### config.mk
export PLATFORM = sky130hd
export DESIGN_NAME = ir_adc_reader
export DESIGN_NICKNAME = d
export VERILOG_FILES = /design/src/rtl/ir_adc_reader.sv
export SDC_FILE = /design/constraint.sdc
export NUM_CORES = 1
export LEC_CHECK = 0
export BUFFER_PORTS_ARGS = -buffer_cell sky130_fd_sc_hd__buf_4
export CORE_MARGIN = 1
export CORE_UTILIZATION = 29
export DETAILED_ROUTE_END_ITERATION = 8
export SLEW_MARGIN = 10
export SYNTH_ARGS = -nofsm -noshare
export SYNTH_HDL_FRONTEND = slang
export SYNTH_SLANG_ARGS = --single-unit
### constraint.sdc
create_clock -name CLK_Filter -period 1.6 [get_ports CLK_Filter]
set_clock_uncertainty 0.2 [all_clocks]
set_input_delay 0.32 -clock CLK_Filter [delete_from_list [all_inputs] [get_ports CLK_Filter]]
set_output_delay 0.32 -clock CLK_Filter [all_outputs]
set_load 0.005 [all_outputs]
### src/rtl/ir_adc_reader.sv
// ADC0831-style serial front end: one conversion per SAMPLE_PERIOD clocks, result
// deserialised MSB-first and presented to FIR_IR with a one-cycle Sample_Valid strobe.
module ir_adc_reader #(
  parameter int CLK_DIV       = 2,
  parameter int LEAD_BITS     = 1,
  parameter int DATA_W        = 8,
  parameter int SAMPLE_PERIOD = 100
) (
  input  logic              CLK_Filter,
  input  logic              rst,
  input  logic              Enable,
  input  logic              ADC_DOUT,
  output logic              ADC_CS_n,
  output logic              ADC_SCLK,
  output logic [DATA_W-1:0] IR_ADC_Value,
  output logic              Sample_Valid,
  output logic              Busy,
  output logic              Overrun
);

  localparam int NBITS = LEAD_BITS + DATA_W;
  localparam int TW    = (SAMPLE_PERIOD > 1) ? $clog2(SAMPLE_PERIOD) : 1;
  localparam int DW    = (CLK_DIV > 1) ? $clog2(CLK_DIV) : 1;
  localparam int BW    = $clog2(NBITS + 1);

  localparam logic [TW-1:0] T_LAST = TW'(SAMPLE_PERIOD - 1);
  localparam logic [DW-1:0] D_LAST = DW'(CLK_DIV - 1);
  localparam logic [BW-1:0] B_LAST = BW'(NBITS - 1);
  localparam logic [BW-1:0] B_LEAD = BW'(LEAD_BITS);

  typedef enum logic [1:0] {IDLE, CS_SETUP, SHIFT, DONE} state_t;

  state_t            state, state_d;
  logic [TW-1:0]     timer;
  logic [DW-1:0]     div_cnt, div_cnt_d;
  logic [BW-1:0]     bit_cnt, bit_cnt_d;
  logic              sclk_d, cs_n_d;
  logic              sample_en, load_en;
  logic              tick;
  logic [DATA_W-1:0] shreg;

  assign tick = Enable && (timer == T_LAST);
  assign Busy = (state != IDLE);

  always_comb begin
    state_d   = state;
    div_cnt_d = div_cnt;
    bit_cnt_d = bit_cnt;
    sclk_d    = ADC_SCLK;
    cs_n_d    = ADC_CS_n;
    sample_en = 1'b0;
    load_en   = 1'b0;
    unique case (state)
      IDLE: begin
        cs_n_d    = 1'b1;
        sclk_d    = 1'b0;
        div_cnt_d = '0;
        bit_cnt_d = '0;
        if (tick) begin
          state_d = CS_SETUP;
          cs_n_d  = 1'b0;
        end
      end
      CS_SETUP: begin
        if (div_cnt == D_LAST) begin
          state_d   = SHIFT;
          div_cnt_d = '0;
        end else begin
          div_cnt_d = div_cnt + 1'b1;
        end
      end
      SHIFT: begin
        if (div_cnt != D_LAST) begin
          div_cnt_d = div_cnt + 1'b1;
        end else begin
          div_cnt_d = '0;
          // Rising event samples DOUT; falling event advances the bit or finishes.
          if (!ADC_SCLK) begin
            sclk_d    = 1'b1;
            sample_en = 1'b1;
          end else begin
            sclk_d = 1'b0;
            if (bit_cnt == B_LAST) begin
              state_d = DONE;
              cs_n_d  = 1'b1;
              load_en = 1'b1;
            end else begin
              bit_cnt_d = bit_cnt + 1'b1;
            end
          end
        end
      end
      DONE: begin
        state_d = IDLE;
      end
      default: state_d = IDLE;
    endcase
  end

  always_ff @(posedge CLK_Filter) begin
    if (rst) begin
      state        <= IDLE;
      timer        <= '0;
      div_cnt      <= '0;
      bit_cnt      <= '0;
      ADC_CS_n     <= 1'b1;
      ADC_SCLK     <= 1'b0;
      IR_ADC_Value <= '0;
      Sample_Valid <= 1'b0;
      Overrun      <= 1'b0;
    end else begin
      state        <= state_d;
      div_cnt      <= div_cnt_d;
      bit_cnt      <= bit_cnt_d;
      ADC_CS_n     <= cs_n_d;
      ADC_SCLK     <= sclk_d;
      Sample_Valid <= load_en;
      if (!Enable || timer == T_LAST) timer <= '0;
      else                            timer <= timer + 1'b1;
      if (tick && state != IDLE) Overrun <= 1'b1;
      if (load_en) IR_ADC_Value <= shreg;
    end
  end

  // Lead (start/null) bits are sampled but never reach the shift register.
  always_ff @(posedge CLK_Filter) begin
    if (sample_en && bit_cnt >= B_LEAD) shreg <= {shreg[DATA_W-2:0], ADC_DOUT};
  end

endmodule

== After elaboration in Yosys (flattened, before gate mapping) ==
Cells that the tools add are included.

* Flip-flop bits (word level): 34

* Reduce and logical (&&, ||, !) cells: 15
* Order comparisons: 1
* Equal/unequal tests: 11
* Add/subtract/negate cells: 3
* Multiplexer cells: 26

{| class="wikitable"
|+ Operator list
! kind !! number
|-
| $mux W1 || 13
|-
| $mux W4 || 3
|-
| $ne A2 B2 Y1 const B || 6
|-
| $mux W2 || 5
|-
| $pmux W2 S4 || 1
|-
| $pmux W4 S2 || 1
|-
| $reduce_and A4 Y1 || 2
|-
| $add A7 B1 Y7 const B || 1
|-
| $eq A7 B7 Y1 const B || 1
|-
| $pmux W1 S2 || 3
|-
| $reduce_bool A2 Y1 || 3
|-
| $reduce_and A5 Y1 || 1
|-
| $add A4 B1 Y4 const B || 1
|-
| $eq A2 B2 Y1 const B || 2
|-
| $eq A4 B4 Y1 const B || 1
|-
| $ge A4 B1 Y1 const B || 1
|-
| $reduce_or A2 Y1 || 2
|-
| $logic_and A1 B1 Y1 || 3
|-
| $eq A2 B1 Y1 const B || 1
|-
| $logic_not A2 Y1 || 1
|-
| $reduce_and A2 Y1 || 1
|-
| $add A1 B1 Y1 const B || 1
|-
| $logic_not A1 Y1 || 1
|-
| $logic_or A1 B1 Y1 || 1
|}

== Longest topological paths before layout ==
Gate-level depths: netlist (run 1).

* Word-level depth: 5
* Gate-level depth with buffers: 6

== Worst setup path before layout (run 1) ==
OpenSTA, ideal clock, no wires.

* Path kind: register to register
* Start: register bit_cnt[0]
* End: register shreg[0] (enable)
* Setup time: 0.370 ns
* Arrival time: 1.171 ns
* Buffers on the path: 0
* Setup slack: -0.141 ns
* Cell stages (with the launch flop): 5
* Cells stage by stage: dfxtp_1 inv_1 ha_1 nor4b_1 nor2_1

* Longest elaborated chain between the ends: 2

{| class="wikitable"
|+ RTL lines
! element !! RTL line !! text
|-
| start: declaration || 36 || <nowiki>logic [BW-1:0] bit_cnt, bit_cnt_d;</nowiki>
|-
| start signal: assignment || 114 || <nowiki>bit_cnt <= bit_cnt_d;</nowiki>
|-
| $ge A4 B1 Y1 || 127 || <nowiki>if (sample_en && bit_cnt >= B_LEAD) shreg <= {shreg[DATA_W-2:0], ADC_DOUT};</nowiki>
|-
| $logic_and A1 B1 Y1 || 127 ||
|-
| end signal: assignment || 127 ||
|-
| end: declaration || 40 || <nowiki>logic [DATA_W-1:0] shreg;</nowiki>
|}

No other way between the ends.
A chain may end at the register's enable or synchronous reset.

== Worst setup path in the final report (run 1) ==
* Start: register state[0]
* End: output Busy

* Longest elaborated chain between the ends: 1

{| class="wikitable"
|+ RTL lines
! element !! RTL line !! text
|-
| start: declaration || 33 || <nowiki>state_t state, state_d;</nowiki>
|-
| start signal: assignment || 112 || <nowiki>state <= state_d;</nowiki>
|-
| $reduce_bool A2 Y1 || 43 || <nowiki>assign Busy = (state != IDLE);</nowiki>
|-
| end: declaration || 17 || <nowiki>output logic Busy,</nowiki>
|}

No other way between the ends.

==> summary.md, run 1 <==
| Metric | Value |
|---|---|
| Die extent in x | 71.9 um |
| Worst path top cell family by delay | buffers and inverters |
| Port bufs | 16 |
| Synth-to-layout area growth | 47.9% |
| Total GRT Usage | 0.120 |
| TritonCTS clock tree | yes |
| Global routing met2 resource utilization | 0.198 |
| WHS Path Cells | 2 |
| Req. time, crit path | 1080 ps |
| Switching part of the total power | 0.216 |
| Detailed Route Iter0 Violations | 53 |
| Io pins | 17 |
| Worst Hold Class | in -> reg |
| Synth cell count leaders | dfxtp_1, nor2_1 |
| Busiest grt layer | met2 |
| Via/cell ratio | 4.42 |
| Max_slew headroom | 0.781 |
| NumNets Final | 189 |
| Yosys top cell area share | 0.367 |
| Gr ovfl total | 0 |
| Vias in the first global route | 1,032 |
| Mean Syn Cell Area | 10.7 um^2 |
| CP Cell Sequence | inv_2 -> buf_6 -> ha_4 -> buf_6 -> inv_4 -> buf_6 |
| R2R Path End | state[0] |
| Clk pwr share | 0.436 |
| Crit path max-delay cell type | dfxtp_2 |
| Combinational power share | 0.141 |
| Final min period | 1690 ps |
| Worst r2r src | state[0] |
| Synthesized cell area | 1420 um^2 |
| Worst path max stage delay | 330 ps |
| Startpoint Class | register |
| Yosys cell types | 33 |
| Max Cap Viol | 0 |
| Final hold violation count | 0 |
| Pre-CTS setup slack | -105 ps |
| CTS H-Tree Depth | 2 |
| CP max FO | 2 |
| Clk sinks | 34 |
| Reg2Reg Setup Slack | -70 ps |
| DIE HEIGHT | 71.9 um |
| Antenna violations before repair | 0 |
| Unrepaired setup endpoints after global routing | true |
| Row count | 25 |
| Most used cell, CP | buf_6 |
| WL/cell | 11.7 um |
| Net Switching | 462 uW |
| WL final | 2860 um |
| Syn Nets | 144 |
| Starting Density | 0.300 |
| Worst-path clk slew | 70 ps |
| First-pass detailed-route iteration total | 3 |
| Sequential element share of the synthesized area | 0.536 |
| Core Box Area | 4720 um^2 |
| Post-synth ARST share | 0 |
| DIE AREA | 5180 um^2 |
| Maximum vdd drop | 0.390 mV |
| Post-synth EDFFs | 8 |
| Final HPWL from detailed placement | 1950 um |
| Worst-Margin Slew | 328 ps |
| Pwr per Cell Area | 1020 nW/um^2 |
| Most common cell in the netlist | dfxtp_1 |
| Via count | 1,084 |
| Hold Path End | IR_ADC_Value[7] |
| Yosys Warn Count | 0 |
| Gate Count Post-Synth | 132 |
| Dominant cell type by area after synthesis | dfxtp_1 |
| CTS buffer count | 5 |
| CTS root buffer | clkbuf_8 |
| Final worst setup slack | -92.5 ps |
| Failing checks | negative setup slack |
| Post-route clock period utilization | 1.06 |
| CP Capture Type | output pin |
| Clock Path Buffers | 2 |
| Largest net degree at the start of global routing | 20 |
| Slew Viols, Final | 0 |
| Placed inst area | 1750 um^2 |
| Design Area, Final | 2100 um^2 |
| CP arrival | 1170 ps |
| F_max | 591 MHz |
| Status | finished with violations |
| Final setup violation count | 11 |
| Fraction of layout cells with a size suffix above 1 | 0.421 |
| P_int | 1680 uW |
| Worst-Skew Late Latency | 290 ps |
| Met1 Use GR | 0.134 |
| Critical path buffers and inverters | 5 |
| R2R depth | 9 |
| RePlAce Congestion | 0.777 |
| ANT cells | 0 |
| Seq pwr share | 0.423 |
| Worst Hold Launch | rst |
| Pleak | 0.000782 uW |
| Yosys reg bits | 34 |
| Ranking of synthesized cells by area | dfxtp_1, edfxtp_1, ha_1, nor2_1, mux2i_1 |
| Met3 Use GR | 0.0514 |
| Kind of critical path | reg -> out |
| First-pass GRT wire length | 4620 um |
| Final ANT Viol Nets | 0 |
| # DRC | 0 |
| Ys flop type | dfxtp_1 |
## metal layers
layer,wire length [um],vias to the layer above
met5,0,-
met4,64,0
met3,113,9
met2,1460,18
met1,1220,518
li1,-,539
## cells in the final DEF (no fill, tap or decap), types with 3 or more instances in the layout
| cell | instances |
|---|---|
| xnor2_1 | 3 |
| inv_2 | 4 |
| nor3_1 | 3 |
| ha_4 | 3 |
| xor2_1 | 4 |
| a21oi_1 | 6 |
| mux2i_1 | 7 |
| buf_6 | 7 |
| edfxtp_1 | 8 |
| dfxtp_1 | 20 |
| nand3_1 | 3 |
| dfxtp_2 | 6 |
| clkbuf_8 | 5 |
| nand2_1 | 5 |
| nor2_1 | 22 |
| ha_1 | 4 |
| buf_4 | 31 |
| inv_1 | 3 |
## worst max path at each step
stage	startpoint	slack [ps]	cells past startpoint	to
global placement	state[0]	-90	4	shreg[3]
floorplan	bit_cnt[0]	6	4	shreg[0]
detailed placement	state[0]	-110	4	shreg[0]
CTS	state[0]	-90	6	Busy
global route	state[0]	-150	6	Busy
finish	state[0]	-90	6	Busy
## state kept, by name, indices dropped and copies added, names as in the netlist
| signal | count |
|---|---|
| IR_ADC_Value | 8 |
| shreg | 8 |
| timer | 7 |
| bit_cnt | 4 |
| state | 2 |
| ADC_CS_n | 1 |
| ADC_SCLK | 1 |
| Overrun | 1 |
| Sample_Valid | 1 |
| div_cnt | 1 |
## power groups by stage
stage          Sequential, uW  Clock (uW)  Combinational (uW)
2_1_floorplan             923           0                 101
3_3_place_gp              921           0                 191
3_5_place_dp              922           0                 200
4_1_cts                   905         948                 252
5_1_grt                   910        1000                 329
6_report                  907         934                 302
## through the flow
stage / hold slack [ps] / std cells / power [uW] / setup TNS, ps / util
2_1_floorplan: 213 / 132 / 1020 / 0 / -
3_3_place_gp: 238 / 229 / 1110 / -982 / 0.371
3_5_place_dp: 242 / 229 / 1120 / -1650 / 0.371
4_1_cts: 157 / 239 / 2100 / -793 / 0.413
5_1_grt: 161 / 245 / 2240 / -1370 / 0.444
6_report: 150 / 245 / 2140 / -276 / 0.444
## cells by family after synthesis
logic type               share of synthesized area
AND/OR/NAND/NOR                              0.197
flip-flops                                   0.536
AO/OA/AOI/OAI                               0.0705
buffers and inverters                       0.0265
multiplexers                                0.0564
adder cells (fa/ha/maj)                     0.0705
XOR/XNOR                                    0.0432
## worst reg2reg max path: stages (launching register included)
cell and delay (ps):
dfxtp_2 320, inv_2 80, buf_6 100, ha_4 120, buf_6 100, inv_4 30, buf_4 120, buf_6 110
o21a_4 210, o21a_1 170
## timing repair
| action | in CTS | in global routing |
|---|---|---|
| gates cloned | 0 | 0 |
| hold buffers | 1 | 0 |
| endpoints found under the setup margin | 24 | 24 |
| setup buffers | 1 | 6 |
| hold endpoints to repair | 1 | 0 |
| pin swaps | 3 | 8 |
| gates resized for setup | 15 | 23 |
## final cells by class
| class | instances | area, um^2 |
|---|---|---|
| flip-flops and latches | 34 | 768 |
| fillers | 448 | 2630 |
| well taps | 67 | 83.8 |
| clock inverters | 3 | 63.8 |
| inverters | 8 | 32.5 |
| clock buffers | 5 | 68.8 |
| repair buffers | 40 | 342 |
| multi-input cells | 88 | 739 |
Note: power is estimated with default switching activity, not from simulation.
==> run 2, diff against run 1 <==
--- a/config.mk
+++ b/config.mk
@@ -9,6 +9,7 @@
 export CORE_MARGIN = 1
 export CORE_UTILIZATION = 29
 export DETAILED_ROUTE_END_ITERATION = 8
+export PLACE_DENSITY = 0.47
 export SLEW_MARGIN = 10
 export SYNTH_ARGS = -nofsm -noshare
 export SYNTH_HDL_FRONTEND = slang
==> run 2 against run 1 <==
  * Sequential cell count did not move
  * Worst setup slack barely moved
  * The run still ends with negative setup slack left
  * Largest cell class unchanged
  * Global-route usage rose by 0.60 points
  * Critical path depth did not move
==> summary.md, run 2 (synthesized netlist as in run 1, its figures left out) <==
| Metric | Value |
|---|---|
| Top Registers | IR_ADC_Value x8, shreg x8, timer x7 |
| Fraction of layout cells with a size suffix above 1 | 0.339 |
| CTS root buffer | clkbuf_8 |
| RePlAce Congestion | 0.765 |
| F_max | 591 MHz |
| Io pins | 17 |
| Final core occ | 0.413 |
| Final min period | 1690 ps |
| Clock Path Buffers | 2 |
| Clk sinks | 34 |
| Commonest cells after routing, fill and taps aside | buf_4, dfxtp_1, nor2_1 |
| # DRC | 0 |
| CTS H-Tree Depth | 2 |
| CP arrival | 1170 ps |
| WHS Path Cells | 2 |
| Status | finished with violations |
| Worst Hold Class | in -> reg |
| Port bufs | 16 |
| Final hold violation count | 0 |
| Final worst setup slack | -92.7 ps |
| WL/cell | 11.9 um |
| Max_slew headroom | 0.805 |
| Final setup violation count | 4 |
| Vias in the first global route | 1,075 |
| Starting Density | 0.300 |
| WL final | 2870 um |
| TritonCTS clock tree | yes |
| Core Box Area | 4720 um^2 |
| Largest net degree at the start of global routing | 11 |
| DIE HEIGHT | 71.9 um |
| Antenna violations before repair | 0 |
| Max Cap Viol | 0 |
| Via count | 1,036 |
| Final HPWL from detailed placement | 2040 um |
| CP max FO | 2 |
| TNS Setup | -121 ps |
| Slew Viols, Final | 0 |
| Final ANT Viol Nets | 0 |
| Worst-path clk slew | 70 ps |
| DIE AREA | 5180 um^2 |
| Post-Place Cells | 230 |
| Worst-Skew Late Latency | 280 ps |
| ANT cells | 0 |
| Maximum vdd drop | 0.390 mV |
| Die extent in x | 71.9 um |
| Worst-Margin Slew | 291 ps |
| Startpoint Class | register |
| Failing checks | negative setup slack |
| Kind of critical path | reg -> out |
| Req. time, crit path | 1080 ps |
| Pwr per Cell Area | 940 nW/um^2 |
| Pleak | 0.000735 uW |
| Unrepaired setup endpoints after global routing | true |
| Row count | 25 |
| R2R depth | 7 |
| Placed inst area | 1760 um^2 |
| Via/cell ratio | 4.30 |
| Gr ovfl total | 0 |
| Detailed Route Iter0 Violations | 17 |
| CTS buffer count | 5 |
| First-pass detailed-route iteration total | 4 |
| First-pass GRT wire length | 4890 um |
| NumNets Final | 185 |
| CP Capture Type | output pin |
| Design Area, Final | 1950 um^2 |
| Synth-to-layout area growth | 37.5% |
| Pre-CTS setup slack | -115 ps |
| Total GRT Usage | 0.126 |
| Commonest non-fill, non-tap cell in the layout | buf_4 |
| Post-Layout Cell Count | 241 |
| Post-route clock period utilization | 1.06 |
[run 2: cell types whose count changed in the layout (fill, tap and decap cells not counted), sizes merged]
cell,previous run,this run
clkbuf,5,8
buf,39,35
bufinv,2,0
clkinv,1,0
[run 2: per-stage QoR]
| stage | hold slack (ps) | power (uW) |
|---|---|---|
| floorplan | 213 | 1020 |
| global placement | 246 | 1130 |
| detailed placement | 247 | 1130 |
| CTS | 83.3 | 1840 |
| global route | 83.4 | 1940 |
| finish | 99.2 | 1830 |
[run 2: final cells by class]
type,instances,area [um^2]
tap,67,83.8
multi-input combinational,88,684
inverter,8,32.5
fill,465,2770
timing repair buffer,36,297
clock buffer,8,90.1
sequential,34,763
[run 2: timing repair]
action                                 4_1_cts  5_1_grt
gates cloned                                 0        0
hold buffers                                 1        0
endpoints found under the hold margin        1        0
pin swaps                                    3        1
setup buffers                                1        1
resized for setup                           13        7
setup endpoints to repair                   22       24
[run 2: final timing paths]
path	slack, ps	endpoint	from
max reg2reg	-20	ADC_CS_n	state[0]
max	-90	Busy	state[0]
min reg2reg	270	shreg[1]	shreg[0]
min	100	IR_ADC_Value[6]	rst
[run 2: where the power goes]
| part | switching (uW) | internal [uW] | total (uW) |
|---|---|---|---|
| sequential | 12.7 | 891 | 904 |
| clock | 292 | 351 | 642 |
| combinational | 130 | 158 | 288 |
[run 2: metal layers]
| metal | routed length, um | vias up | track usage |
|---|---|---|---|
| met2 | 1450 | 11 | 0.219 |
| met5 | 0 | - | 0 |
| met1 | 1270 | 484 | 0.138 |
| met4 | 61 | 0 | 0.0654 |
| li1 | - | 534 | - |
| met3 | 84 | 7 | 0.0417 |
[run 2: critical path, stage by stage, from the launching register on]
cell     delay, ps
dfxtp_2        340
inv_2           40
buf_6          110
ha_4           150
buf_6          110
inv_4           50
buf_6           90
